## src/rtl/logic_unit_mc.sv

```systemverilog
// logic_unit_mc: multi-cycle logic / branch-compare / bit-serial shift unit.
// Logic, branch and illegal ops finish in one cycle. Shifts by N>=1 walk one
// bit per clock, then publish the result. Result/zero are registered and hold
// between done pulses.
module logic_unit_mc #(
  parameter int WIDTH = 32,
  parameter int SHW   = $clog2(WIDTH)
) (
  input  logic             clk,
  input  logic             rst_n,
  input  logic             start,
  input  logic [WIDTH-1:0] A,
  input  logic [WIDTH-1:0] B,
  input  logic [3:0]       AluOp,
  output logic             busy,
  output logic             done,
  output logic [WIDTH-1:0] Result,
  output logic             zero
);

  // Operation encodings
  localparam logic [3:0] OP_AND  = 4'b0000;
  localparam logic [3:0] OP_OR   = 4'b0001;
  localparam logic [3:0] OP_XOR  = 4'b0010;
  localparam logic [3:0] OP_NOR  = 4'b0011;
  localparam logic [3:0] OP_BEQ  = 4'b0100;
  localparam logic [3:0] OP_BNE  = 4'b0101;
  localparam logic [3:0] OP_BLT  = 4'b0110;
  localparam logic [3:0] OP_BGE  = 4'b0111;
  localparam logic [3:0] OP_SLL  = 4'b1000;
  localparam logic [3:0] OP_SRL  = 4'b1001;
  localparam logic [3:0] OP_SRA  = 4'b1010;
  localparam logic [3:0] OP_BLTU = 4'b1011;

  // Shift kinds; these are exactly AluOp[1:0] of the three shift ops
  localparam logic [1:0] SK_LL = 2'b00;
  localparam logic [1:0] SK_RL = 2'b01;
  localparam logic [1:0] SK_RA = 2'b10;

  localparam logic [SHW-1:0] CNT_ZERO = SHW'(0);
  localparam logic [SHW-1:0] CNT_ONE  = SHW'(1);

  typedef enum logic [0:0] {
    ST_IDLE  = 1'b0,
    ST_SHIFT = 1'b1
  } state_e;

  // One-bit shift step of the given kind
  function automatic logic [WIDTH-1:0] shift_one(input logic [1:0] kind,
                                                 input logic [WIDTH-1:0] val);
    logic [WIDTH-1:0] res;
    case (kind)
      SK_LL:   res = {val[WIDTH-2:0], 1'b0};
      SK_RL:   res = {1'b0, val[WIDTH-1:1]};
      SK_RA:   res = {val[WIDTH-1], val[WIDTH-1:1]};
      default: res = val;
    endcase
    return res;
  endfunction

  state_e           state_q, state_d;
  logic [WIDTH-1:0] shreg_q, shreg_d;
  logic [SHW-1:0]   cnt_q,   cnt_d;
  logic [1:0]       kind_q,  kind_d;
  logic [WIDTH-1:0] result_q, result_d;
  logic             zero_q,   zero_d;
  logic             done_q,   done_d;

  logic [WIDTH-1:0] imm_res_s;
  logic             imm_zero_s;
  logic             is_shift_s;
  logic [SHW-1:0]   sh_amt_s;
  logic [WIDTH-1:0] step_s;

  assign sh_amt_s = B[SHW-1:0];
  assign step_s   = shift_one(kind_q, shreg_q);

  // Single-cycle outcome of the op presented at the inputs (N=0 shifts pass A)
  always_comb begin
    imm_res_s  = '0;
    imm_zero_s = 1'b0;
    is_shift_s = 1'b0;
    case (AluOp)
      OP_AND: begin
        imm_res_s  = A & B;
        imm_zero_s = ((A & B) == '0);
      end
      OP_OR: begin
        imm_res_s  = A | B;
        imm_zero_s = ((A | B) == '0);
      end
      OP_XOR: begin
        imm_res_s  = A ^ B;
        imm_zero_s = ((A ^ B) == '0);
      end
      OP_NOR: begin
        imm_res_s  = ~(A | B);
        imm_zero_s = (~(A | B) == '0);
      end
      OP_BEQ:  imm_zero_s = (A == B);
      OP_BNE:  imm_zero_s = (A != B);
      OP_BLT:  imm_zero_s = ($signed(A) < $signed(B));
      OP_BGE:  imm_zero_s = !($signed(A) < $signed(B));
      OP_BLTU: imm_zero_s = (A < B);
      OP_SLL, OP_SRL, OP_SRA: begin
        is_shift_s = 1'b1;
        imm_res_s  = A;
        imm_zero_s = (A == '0);
      end
      default: begin
        imm_res_s  = '0;
        imm_zero_s = 1'b0;
      end
    endcase
  end

  // FSM next-state, shift datapath and result update
  always_comb begin
    state_d  = state_q;
    shreg_d  = shreg_q;
    cnt_d    = cnt_q;
    kind_d   = kind_q;
    result_d = result_q;
    zero_d   = zero_q;
    done_d   = 1'b0;
    case (state_q)
      ST_IDLE: begin
        if (start) begin
          if (is_shift_s && (sh_amt_s != CNT_ZERO)) begin
            state_d = ST_SHIFT;
            shreg_d = A;
            cnt_d   = sh_amt_s;
            kind_d  = AluOp[1:0];
          end else begin
            result_d = imm_res_s;
            zero_d   = imm_zero_s;
            done_d   = 1'b1;
          end
        end else begin
          state_d = ST_IDLE;
        end
      end
      ST_SHIFT: begin
        shreg_d = step_s;
        cnt_d   = cnt_q - CNT_ONE;
        if (cnt_q == CNT_ONE) begin
          state_d  = ST_IDLE;
          result_d = step_s;
          zero_d   = (step_s == '0);
          done_d   = 1'b1;
        end else begin
          state_d = ST_SHIFT;
        end
      end
      default: begin
        state_d = ST_IDLE;
        cnt_d   = CNT_ZERO;
      end
    endcase
  end

  // State and output registers; reset aborts any shift in flight
  always_ff @(posedge clk or negedge rst_n) begin
    if (!rst_n) begin
      state_q  <= ST_IDLE;
      shreg_q  <= '0;
      cnt_q    <= CNT_ZERO;
      kind_q   <= SK_LL;
      result_q <= '0;
      zero_q   <= 1'b0;
      done_q   <= 1'b0;
    end else begin
      state_q  <= state_d;
      shreg_q  <= shreg_d;
      cnt_q    <= cnt_d;
      kind_q   <= kind_d;
      result_q <= result_d;
      zero_q   <= zero_d;
      done_q   <= done_d;
    end
  end

  assign busy   = (state_q == ST_SHIFT);
  assign done   = done_q;
  assign Result = result_q;
  assign zero   = zero_q;

endmodule
```

## config.mk

```make
export PLATFORM = sky130hd
export DESIGN_NAME = logic_unit_mc
export DESIGN_NICKNAME = d
export VERILOG_FILES = /design/src/rtl/logic_unit_mc.sv
export SDC_FILE = /design/constraint.sdc
export NUM_CORES = 1
export LEC_CHECK = 0
export ABC_AREA = 1
export BUFFER_PORTS_ARGS = -buffer_cell sky130_fd_sc_hd__buf_4
export CORE_UTILIZATION = 45
export DETAILED_ROUTE_END_ITERATION = 16
export HOLD_SLACK_MARGIN = 0.15
export PLACE_DENSITY = 0.73
export SYNTH_ARGS = -nofsm -noshare
export SYNTH_HDL_FRONTEND = slang
export SYNTH_SLANG_ARGS = --single-unit
```

## constraint.sdc

```tcl
create_clock -name clk -period 4.4 [get_ports clk]
set_input_delay 0.44 -clock clk [delete_from_list [all_inputs] [get_ports clk]]
set_output_delay 0.44 -clock clk [all_outputs]
set_load 0.02 [all_outputs]
```

## After elaboration in Yosys (flattened, before gate mapping)

Cells that the tools add are included.
Widths: inputs -> output; s select.

| storage, ports and cells | value |
|---|---|
| bits in registers | 74 |
| logic and storage cells | 76 |
| bits in latches | 0 |
| bits in writable memories | 0 |
| bits of input ports | 71 |
| ROM bits | 0 |
| memories | 0 |
| output and inout bits | 35 |

| cells by class | value |
|---|---|
| shift-type cells | 0 |
| multipliers | 0 |
| mux-type cells | 26 |
| bitwise logic cells | 5 |
| add/sub/neg operators | 1 |
| $lt $le $gt $ge | 2 |
| reductions and logical operators | 15 |
| equality and inequality tests | 20 |
| div/mod/pow operators | 0 |

Operator list:

| cell | number |
|---|---|
| $logic_not 32->1 | 6 |
| $mux 32 | 5 |
| $pmux 32 s5 | 1 |
| $pmux 32 s2 | 2 |
| $pmux 32 s3 | 1 |
| $lt 32x32->1 | 2 |
| $and 32x32->32 | 1 |
| $eq 32x32->1 | 1 |
| $ne 32x32->1 | 1 |
| $not 32->32 | 1 |
| $or 32x32->32 | 1 |
| $xor 32x32->32 | 1 |
| $eq 4x3->1 const B | 4 |
| $eq 4x4->1 const B | 4 |
| $mux 1 | 10 |
| $mux 5 | 2 |
| $pmux 1 s10 | 1 |
| $pmux 5 s2 | 1 |
| $eq 4x2->1 const B | 2 |
| $ne 2x2->1 const B | 3 |
| $pmux 1 s2 | 3 |
| $reduce_and 3->1 | 2 |
| $eq 5x1->1 const B | 1 |
| $reduce_bool 5->1 | 1 |
| other kinds (12) | 12 |

## Longest topological paths before layout

Gate-level depths: netlist (run 1).

| logic depth | value |
|---|---|
| depth in word-level cells | 7 |
| depth in mapped cells | 17 |
| mapped depth without buffers | 17 |

## Worst setup path after synthesis (run 1)

OpenSTA, ideal clock, no wires.

| path | value |
|---|---|
| path type | input -> register |
| from | input port A[31] |
| to | register zero_q (netlist: zero) |
| stages | 14 |
| data arrival time | 1836 ps |
| buffers on the path | 0 |
| required time | 4278 ps |
| setup time | 122 ps |
| path slack | 2443 ps |
| cell sequence | inv_1 ha_1 nor2_1 nand3_1 nor2_1 nand2_1 nor2_1 nor2_1 nor2_1 nand3_1 nor2_1 nand3_1 nand2_1 a21oi_2 |

| between the ends | value |
|---|---|
| word-level cells in the longest chain between the ends | 7 |
| elaborated cells on any way between the ends | 18 |
| those cells by class | order compare (2); eq/ne (2); mux (4); bitwise (4); reduce/logical (6) |

Ends and longest elaborated chain:

| element | line | RTL |
|---|---|---|
| start, declared | 12 | `input logic [WIDTH-1:0] A,` |
| parallel branches: the longest is 3 deep, another holds $lt 32x32->1 | n/a |  |
| $pmux 1 s10 * | 83 | `case (AluOp)` |
| $mux 1 * | 129 | `if (is_shift_s && (sh_amt_s != CNT_ZERO)) begin` |
| $mux 1 * | 128 | `if (start) begin` |
| $pmux 1 s2 * | 126 | `case (state_q)` |
| end signal, assigned | 178 | `zero_q <= zero_d;` |
| end, declared | 66 | `logic zero_q, zero_d;` |

Every way passes the cells marked *. The select of a mux whose other input is x is not followed.
A chain may end at the register's enable or synchronous reset.

## Worst setup path after layout (run 1)

| path | value |
|---|---|
| from | register state_q (netlist: busy) |
| to | register result_q[30] (netlist: Result[30]) |

| between the ends | value |
|---|---|
| word-level cells in the longest chain between the ends | 3 |
| elaborated cells on any way between the ends | 6 |
| those cells by class | eq/ne (3); mux (1); bitwise (1); reduce/logical (1) |

Ends and longest elaborated chain:

| element | line | RTL |
|---|---|---|
| start, declared | 61 | `state_e state_q, state_d;` |
| start signal, assigned | 173 | `state_q <= state_d;` |
| $not 1->1 (no source line) | n/a |  |
| $ne 2x2->1 (no source line) | n/a |  |
| $reduce_and 3->1 (no source line) | n/a |  |
| end signal, assigned | 177 | `result_q <= result_d;` |
| end, declared | 65 | `logic [WIDTH-1:0] result_q, result_d;` |

Several ways; a longest one is shown, not always the timed one.

==> flow_metrics.py, run 1 <==
metrics = {
    "status": {
        "status": "finished clean",
    },
    "floorplan": {
        "rows": 45,
        "core_sq_um": 15400,
        "fp.dieH_microns": 128,
        "dieArea_sq_um": 16400,
        "die_x_microns": 128,
        "start_util": 0.465,
        "io_pins": 106,
    },
    "route": {
        "drc": 0,
        "routed_wirelength_microns": 23300,
        "post_drt_wl_per_cell_microns": 17.7,
        "first_pass_iters": 7,
        "postRouteAntennaNets": 0,
        "avgViaCountPerCell": 5.68,
        "drt-initial-drc-count": 786,
        "vias": 7482,
    },
    "setup_path": {
        "critPathArrivalTime_ns": 2.99,
        "r2r-end": "Result[30]",
        "cp-startpoint": "busy",
        "crit_path_top_delay_cell": "buf_4",
        "critPathMaxFanout": 49,
        "critPathBufInv": 6,
        "rrSetupSlack_ns": 1.61,
        "worstReg2RegStart": "busy",
        "crit_end": "Result[30]",
        "cp.required_ns": 4.60,
        "cp-end-kind": "register",
        "rr_worst_depth": 10,
        "worstSetupStartpointType": "register",
        "critPathKind": "reg2reg",
        "crit_top_cell": "buf_4",
        "path_delay_family": "buffers and inverters",
        "max_stage_delay_ns": 0.49,
        "path_cells": "buf_4 -> clkinv_1 -> buf_4 -> a31oi_1 -> inv_1 -> o21ai_4 -> buf_4 -> inv_2 -> nor2_1 -> a31oi_1",
        "worstSetupPathDepth": 10,
    },
    "clock_network": {
        "clk-insertion-delay-late_ns": 0.34,
        "cts_resized": 0,
        "hold_buffers": 0,
        "path_clk_slew_ns": 0.05,
        "cts_tree": "yes",
        "postCtsSetupBuffers": 0,
        "cts_made_buffers": 9,
        "clk_path_buf_depth": 2,
        "cts.sinks": 74,
        "cts-htree-levels": 3,
        "root_buffer": "clkbuf_16",
    },
    "sta": {
        "slew_viol_final": 0,
        "period_needed_ns": 2.79,
        "rsz0062_at_grt": "no",
        "worstMarginPinSlew_ns": 0.939,
        "hold_violations": 0,
        "setup_viol": 0,
        "setup_tns_ns": 0,
        "timing.slew.headroom": 0.374,
        "timing.final.crit_share": 0.634,
        "max_freq_ghz": 0.359,
        "finClkSkew_ns": 0.00492,
    },
    "global_routing": {
        "first_global_vias": 6927,
        "antenna_found_initial": 0,
        "grt_use_total": 0.291,
        "globalRouteOverflowTotal": 0,
        "grt_max_degree": 75,
        "met2_usage": 0.438,
        "met3_usage": 0.0467,
        "grt.busiest_layer": "met2",
        "grt_pass1_wl_microns": 36600,
        "met1_usage": 0.423,
    },
    "logic_synthesis": {
        "ys_types": 42,
        "synth-seq-cells": 74,
        "synthCells": 1019,
        "synthesis.nets": 1188,
        "synth.avg_cell_area_sq_um": 7.02,
        "yosys-top-cells-area": "dfrtp_1 26%, ha_1 17%, nand2_1 11%",
        "synth_warnings": 0,
        "synth.top_cell.area_share": 0.259,
        "ys.flop_type": "dfrtp_1",
        "synth_area_sq_um": 7150,
        "synth-edff-count": 0,
        "yosysSeqAreaShare": 0.259,
        "synth_top_cell_by_area": "dfrtp_1",
        "async_reset_ff_frac": 1.00,
    },
    "placed_design": {
        "dpl_cell_area_sq_um": 8030,
        "hpwl_microns": 17500,
        "placement.io_buffers": 105,
        "post-place-cells": 1301,
        "place_congestion": 0.991,
    },
    "layout": {
        "final_area_sq_um": 8320,
        "n_antenna_cell": 0,
        "nNetsFinal": 1270,
        "final_core_util": 0.541,
        "drive_above_1_share": 0.140,
        "area_delta_synth_final_pct": 16.2,
        "finalNonFillerCells": 1317,
    },
    "power": {
        "ir_drop_uv": 238,
        "power_density_nw_per_um2": 497,
        "power.leakage_nw": 4.28,
    },
    "hold_path": {
        "hold_class": "in2async",
    },
    "flow_run": {
        "max_cap_violations": 0,
    },
}
-- how the worst min path moves through the flow --
| stage | startpoint | to | depth (start not counted) |
|---|---|---|---|
| 6_report | rst_n | cnt_q[1] | 1 |
| 5_1_grt | rst_n | cnt_q[1] | 1 |
| 4_1_cts | rst_n | cnt_q[1] | 1 |
| 3_5_place_dp | Result[12] | Result[12] | 2 |
| 3_3_place_gp | Result[5] | Result[5] | 2 |
| 2_1_floorplan | rst_n | Result[0] | 0 |
-- cells in the mapped netlist (3+ instances only) --
cell	count
a211oi_1	10
o21ai_1	12
ha_1	98
a21oi_1	60
nor3_1	15
o221ai_1	25
o21bai_1	3
inv_1	154
dfrtp_1	74
nor2_1	116
a221o_1	10
o22ai_1	44
a21oi_2	5
buf_4	3
nand4_1	8
inv_2	9
buf_6	4
buf_2	22
nand2_2	4
nand3_1	29
a221oi_1	19
nand2_4	3
nand2_1	206
clkbuf_1	10
o21ai_0	56
-- through the flow --
| step | hold WS [ns] | worst slack [ns] | power (mW) |
|---|---|---|---|
| global route | 0.321 | 1.42 | 4.42 |
| finish | 0.240 | 1.61 | 4.14 |
| CTS | 0.277 | 1.63 | 4.10 |
| global placement | 0.467 | 1.83 | 3.34 |
| detailed placement | 0.469 | 1.74 | 3.39 |
| floorplan | 0.144 | 2.44 | 2.72 |
-- layout make-up --
class | count | area, sq um
Fill cell | 1527 | 7060
Timing Repair Buffer | 110 | 826
Clock inverter | 2 | 10.0
Tap cell | 211 | 264
Multi-Input combinational cell | 740 | 4460
Inverter | 166 | 626
Clock buffer | 14 | 274
Sequential cell | 74 | 1850
-- cells by family (layout without fill, tap and decap cells) --
logic type               after synthesis  after routing  synth area share
AND/OR/NAND/NOR                      387            387             0.223
flip-flops                            74             74             0.259
XOR/XNOR                               1              1           0.00122
buffers and inverters                205            292             0.118
AO/OA/AOI/OAI                        254            254             0.228
adder cells (fa/ha/maj)               98             98             0.171
-- sequential cells by signal, summed over array words and instances (netlist names) --
signal,count
cnt_q,5
Result,32
busy,1
done,1
shreg_q,32
kind_q,2
zero,1
-- power breakdown --
group / total (mW) / switching, mW / internal [mW] / leakage, nW
combinational: 2.30 / 1.52 / 0.776 / 3.18
sequential: 1.13 / 0.178 / 0.955 / 0.958
clock: 0.701 / 0.275 / 0.426 / 0.143
-- worst reg2reg max path, cell delays in order (launching register included) --
cell      delay, ns
dfrtp_1        0.32
buf_4          0.49
clkinv_1       0.17
buf_4          0.27
a31oi_1        0.22
inv_1          0.11
o21ai_4        0.06
buf_4          0.37
inv_2          0.37
nor2_1         0.20
a31oi_1        0.07
-- per-layer routing --
| metal | vias up | wire (microns) |
|---|---|---|
| met3 | 49 | 2220 |
| met5 | - | 0 |
| li1 | 3573 | - |
| met2 | 398 | 9980 |
| met4 | 0 | 488 |
| met1 | 3462 | 10600 |
-- cells in the final DEF, fill, tap and decap left out, types with 4 or more instances in the layout --
master	instances
a221o_1	10
o221ai_1	25
a211oi_1	10
nand4_1	8
a21oi_1	60
inv_2	9
ha_1	98
nor2_1	115
nand2_1	206
nand2_2	4
nor3_1	15
o22ai_1	44
a21oi_2	5
buf_4	110
o21ai_0	56
dfrtp_1	74
o21ai_1	12
clkbuf_16	9
inv_1	154
nand3_1	29
a221oi_1	19
Power figures use the tool's default switching activity.
==> run 2, diff against run 1 <==
ABC_AREA = 0   (was 1)
clock period = 2.8 ns   (was 4.4 ns; I/O delays follow)
==> run 2 against run 1 <==
  * Non-clock buffer count rose by 22
  * Count of clock-buffer cells in the layout fell by 5
  * Via count rose by 0.61%
  * Clock skew rose by 0.0042 ns
==> flow_metrics.py, run 2 <==
metrics = {
    "status": {
        "status": "finished clean",
    },
    "setup_path": {
        "crit_top_cell": "mux2i_1",
        "worstReg2RegStart": "kind_q[1]",
        "rr_worst_depth": 8,
        "cp-startpoint": "kind_q[1]",
        "critPathMaxFanout": 21,
        "worstSetupStartpointType": "register",
        "max_stage_delay_ns": 0.71,
        "critPathArrivalTime_ns": 2.80,
        "critPathBufInv": 1,
        "critPathKind": "reg2reg",
        "cp-end-kind": "register",
        "r2r-end": "zero",
        "path_delay_family": "flip-flops",
        "cp.required_ns": 3.08,
        "path_cells": "buf_4 -> mux2i_1 -> mux2i_1 -> nor4_1 -> nand4_1 -> o41ai_2 -> a21o_1 -> o31a_1",
        "crit_path_top_delay_cell": "dfrtp_2",
        "rrSetupSlack_ns": 0.28,
    },
    "route": {
        "drc": 0,
        "avgViaCountPerCell": 6.08,
        "first_pass_iters": 7,
        "vias": 7528,
        "post_drt_wl_per_cell_microns": 19.2,
        "postRouteAntennaNets": 0,
        "routed_wirelength_microns": 23800,
        "drt-initial-drc-count": 980,
    },
    "floorplan": {
        "dieArea_sq_um": 17200,
        "core_sq_um": 16100,
        "fp.dieH_microns": 131,
        "start_util": 0.466,
        "die_x_microns": 131,
        "io_pins": 106,
        "rows": 46,
    },
    "logic_synthesis": {
        "synth.top_cell.area_share": 0.247,
        "async_reset_ff_frac": 1.00,
        "synth_area_sq_um": 7510,
        "synth_commonest_cells": "114 x nand2_1, 98 x ha_1, 82 x inv_1, 74 x dfrtp_1, 64 x nor2_1",
        "synth.avg_cell_area_sq_um": 8.04,
        "synthCells": 934,
        "yosysMostFrequentCell": "nand2_1",
        "ys_types": 60,
        "synth-edff-count": 0,
        "yosysSeqAreaShare": 0.247,
        "yosys-top-cells-area": "dfrtp_1 25%, ha_1 16%, mux2i_1 8.0%",
        "synthesis.nets": 1103,
        "ys.flop_type": "dfrtp_1",
        "synth_top_cell_by_area": "dfrtp_1",
        "synth-seq-cells": 74,
        "synth_warnings": 0,
    },
    "sta": {
        "finClkSkew_ns": 0.00911,
        "timing.slew.headroom": 0.366,
        "fin_ws_ns": 0.281,
        "timing.final.crit_share": 0.899,
        "max_freq_ghz": 0.397,
        "setup_tns_ns": 0,
        "setup_viol": 0,
        "rsz0062_at_grt": "no",
        "period_needed_ns": 2.52,
        "worstMarginPinSlew_ns": 0.951,
        "hold_violations": 0,
        "slew_viol_final": 0,
    },
    "clock_network": {
        "cts-htree-levels": 3,
        "cts.sinks": 74,
        "root_buffer": "clkbuf_16",
        "clk-insertion-delay-late_ns": 0.34,
        "postCtsSetupBuffers": 0,
        "clk_path_buf_depth": 2,
        "cts_tree": "yes",
        "cts_made_buffers": 9,
        "path_clk_slew_ns": 0.06,
    },
    "layout": {
        "fillers": 1572,
        "most-common-layout-cells": "129 x buf_4, 113 x nand2_1, 98 x ha_1",
        "finalNonFillerCells": 1239,
        "n_antenna_cell": 0,
        "nNetsFinal": 1187,
        "final_common_cell": "buf_4",
        "area_delta_synth_final_pct": 18.0,
        "final_area_sq_um": 8860,
        "drive_above_1_share": 0.161,
    },
    "global_routing": {
        "grt_use_total": 0.275,
        "grt_max_degree": 75,
        "globalRouteOverflowTotal": 0,
        "first_global_vias": 7059,
        "antenna_found_initial": 0,
        "grt_pass1_wl_microns": 37400,
    },
    "placed_design": {
        "dpl_cell_area_sq_um": 8560,
        "post-place-cells": 1222,
        "place_congestion": 0.974,
        "place_ws_ns": 0.154,
        "hpwl_microns": 18000,
        "placement.io_buffers": 105,
    },
    "power": {
        "ir_drop_uv": 364,
        "power.leakage_nw": 4.12,
        "power_density_nw_per_um2": 796,
        "p_total_mw": 7.05,
    },
    "hold_path": {
        "worstHoldStart": "B[3]",
        "holdPathEnd": "cnt_q[3]",
        "whs_path_depth": 3,
        "hold_class": "in2reg",
    },
    "flow_run": {
        "max_cap_violations": 0,
    },
}
==> run 2: cell count changes in the layout (fill, tap and decap cells not counted), sizes merged, moves of 29 or more <==
cell,previous run,this run
nand3,30,1
mux2i,0,60
nand2,213,114
nor4,0,40
a222oi,0,32
o22ai,44,1
nor2,120,64
inv,164,83
a21boi,1,31
o211ai,1,40
==> run 2: what timing repair did <==
item,in CTS,in global routing
setup endpoints to repair,0,0
gates resized for setup,0,0
hold buffers,1,0
hold endpoints to repair,74,0
==> run 2: layout make-up <==
cell class	instances	area, sq um	area share
clock inverter	7	70.1	0.00791
inverter	83	312	0.0352
tap	216	270	0.0305
sequential	74	1860	0.209
multi-input combinational	718	5110	0.577
timing repair buffer	132	1020	0.115
clock buffer	9	225	0.0254
==> run 2: routing by layer <==
| layer | GRT usage | vias to the layer above | share of wire |
|---|---|---|---|
| li1 | - | 3559 | - |
| met1 | 0.396 | 3545 | 0.45 |
| met2 | 0.421 | 384 | 0.44 |
| met3 | 0.0297 | 40 | 0.076 |
| met4 | 0.103 | 0 | 0.028 |
| met5 | 0 | - | 0 |
==> run 2: how the worst max path moves through the flow <==
stage          endpoint  cells after the start
6_report           zero                      8
5_1_grt            zero                      8
4_1_cts            zero                      8
3_5_place_dp       zero                     10
3_3_place_gp       zero                     10
2_1_floorplan      zero                      9
==> run 2: power breakdown <==
part,leakage (nW),internal (mW),switching [mW],total [mW]
Combinational,3.03,1.66,2.23,3.89
Clock,0.133,0.686,0.458,1.14
Sequential,0.955,1.50,0.517,2.02
==> run 2: kinds of logic (layout without fill, tap and decap cells) <==
| kind of cell | count (synthesis) | count (layout) | synth area share |
|---|---|---|---|
| and+or+nand+nor | 279 | 279 | 0.180 |
| AOI/OAI and AO/OA | 274 | 274 | 0.243 |
| buffers and inverters | 142 | 231 | 0.0778 |
| adders and majority gates | 98 | 98 | 0.163 |
| DFF | 74 | 74 | 0.247 |
| muxes | 62 | 62 | 0.0829 |
| xor gates and xnor gates | 5 | 5 | 0.00583 |
==> run 2: stage by stage <==
| step | hold slack (ns) | util |
|---|---|---|
| 5_1_grt | 0.296 | 0.550 |
| 4_1_cts | 0.266 | 0.550 |
| 2_1_floorplan | -0.0156 | - |
| 3_3_place_gp | 0.470 | 0.531 |
| 3_5_place_dp | 0.478 | 0.531 |
| 6_report | 0.263 | 0.550 |
==> run 2: tightest hold or removal path: cells and delay by family <==
kind,cells,cell delay (ns)
multiplexers,1,0.06
buffers and inverters,1,0.10
AO/OA/AOI/OAI,1,0.13
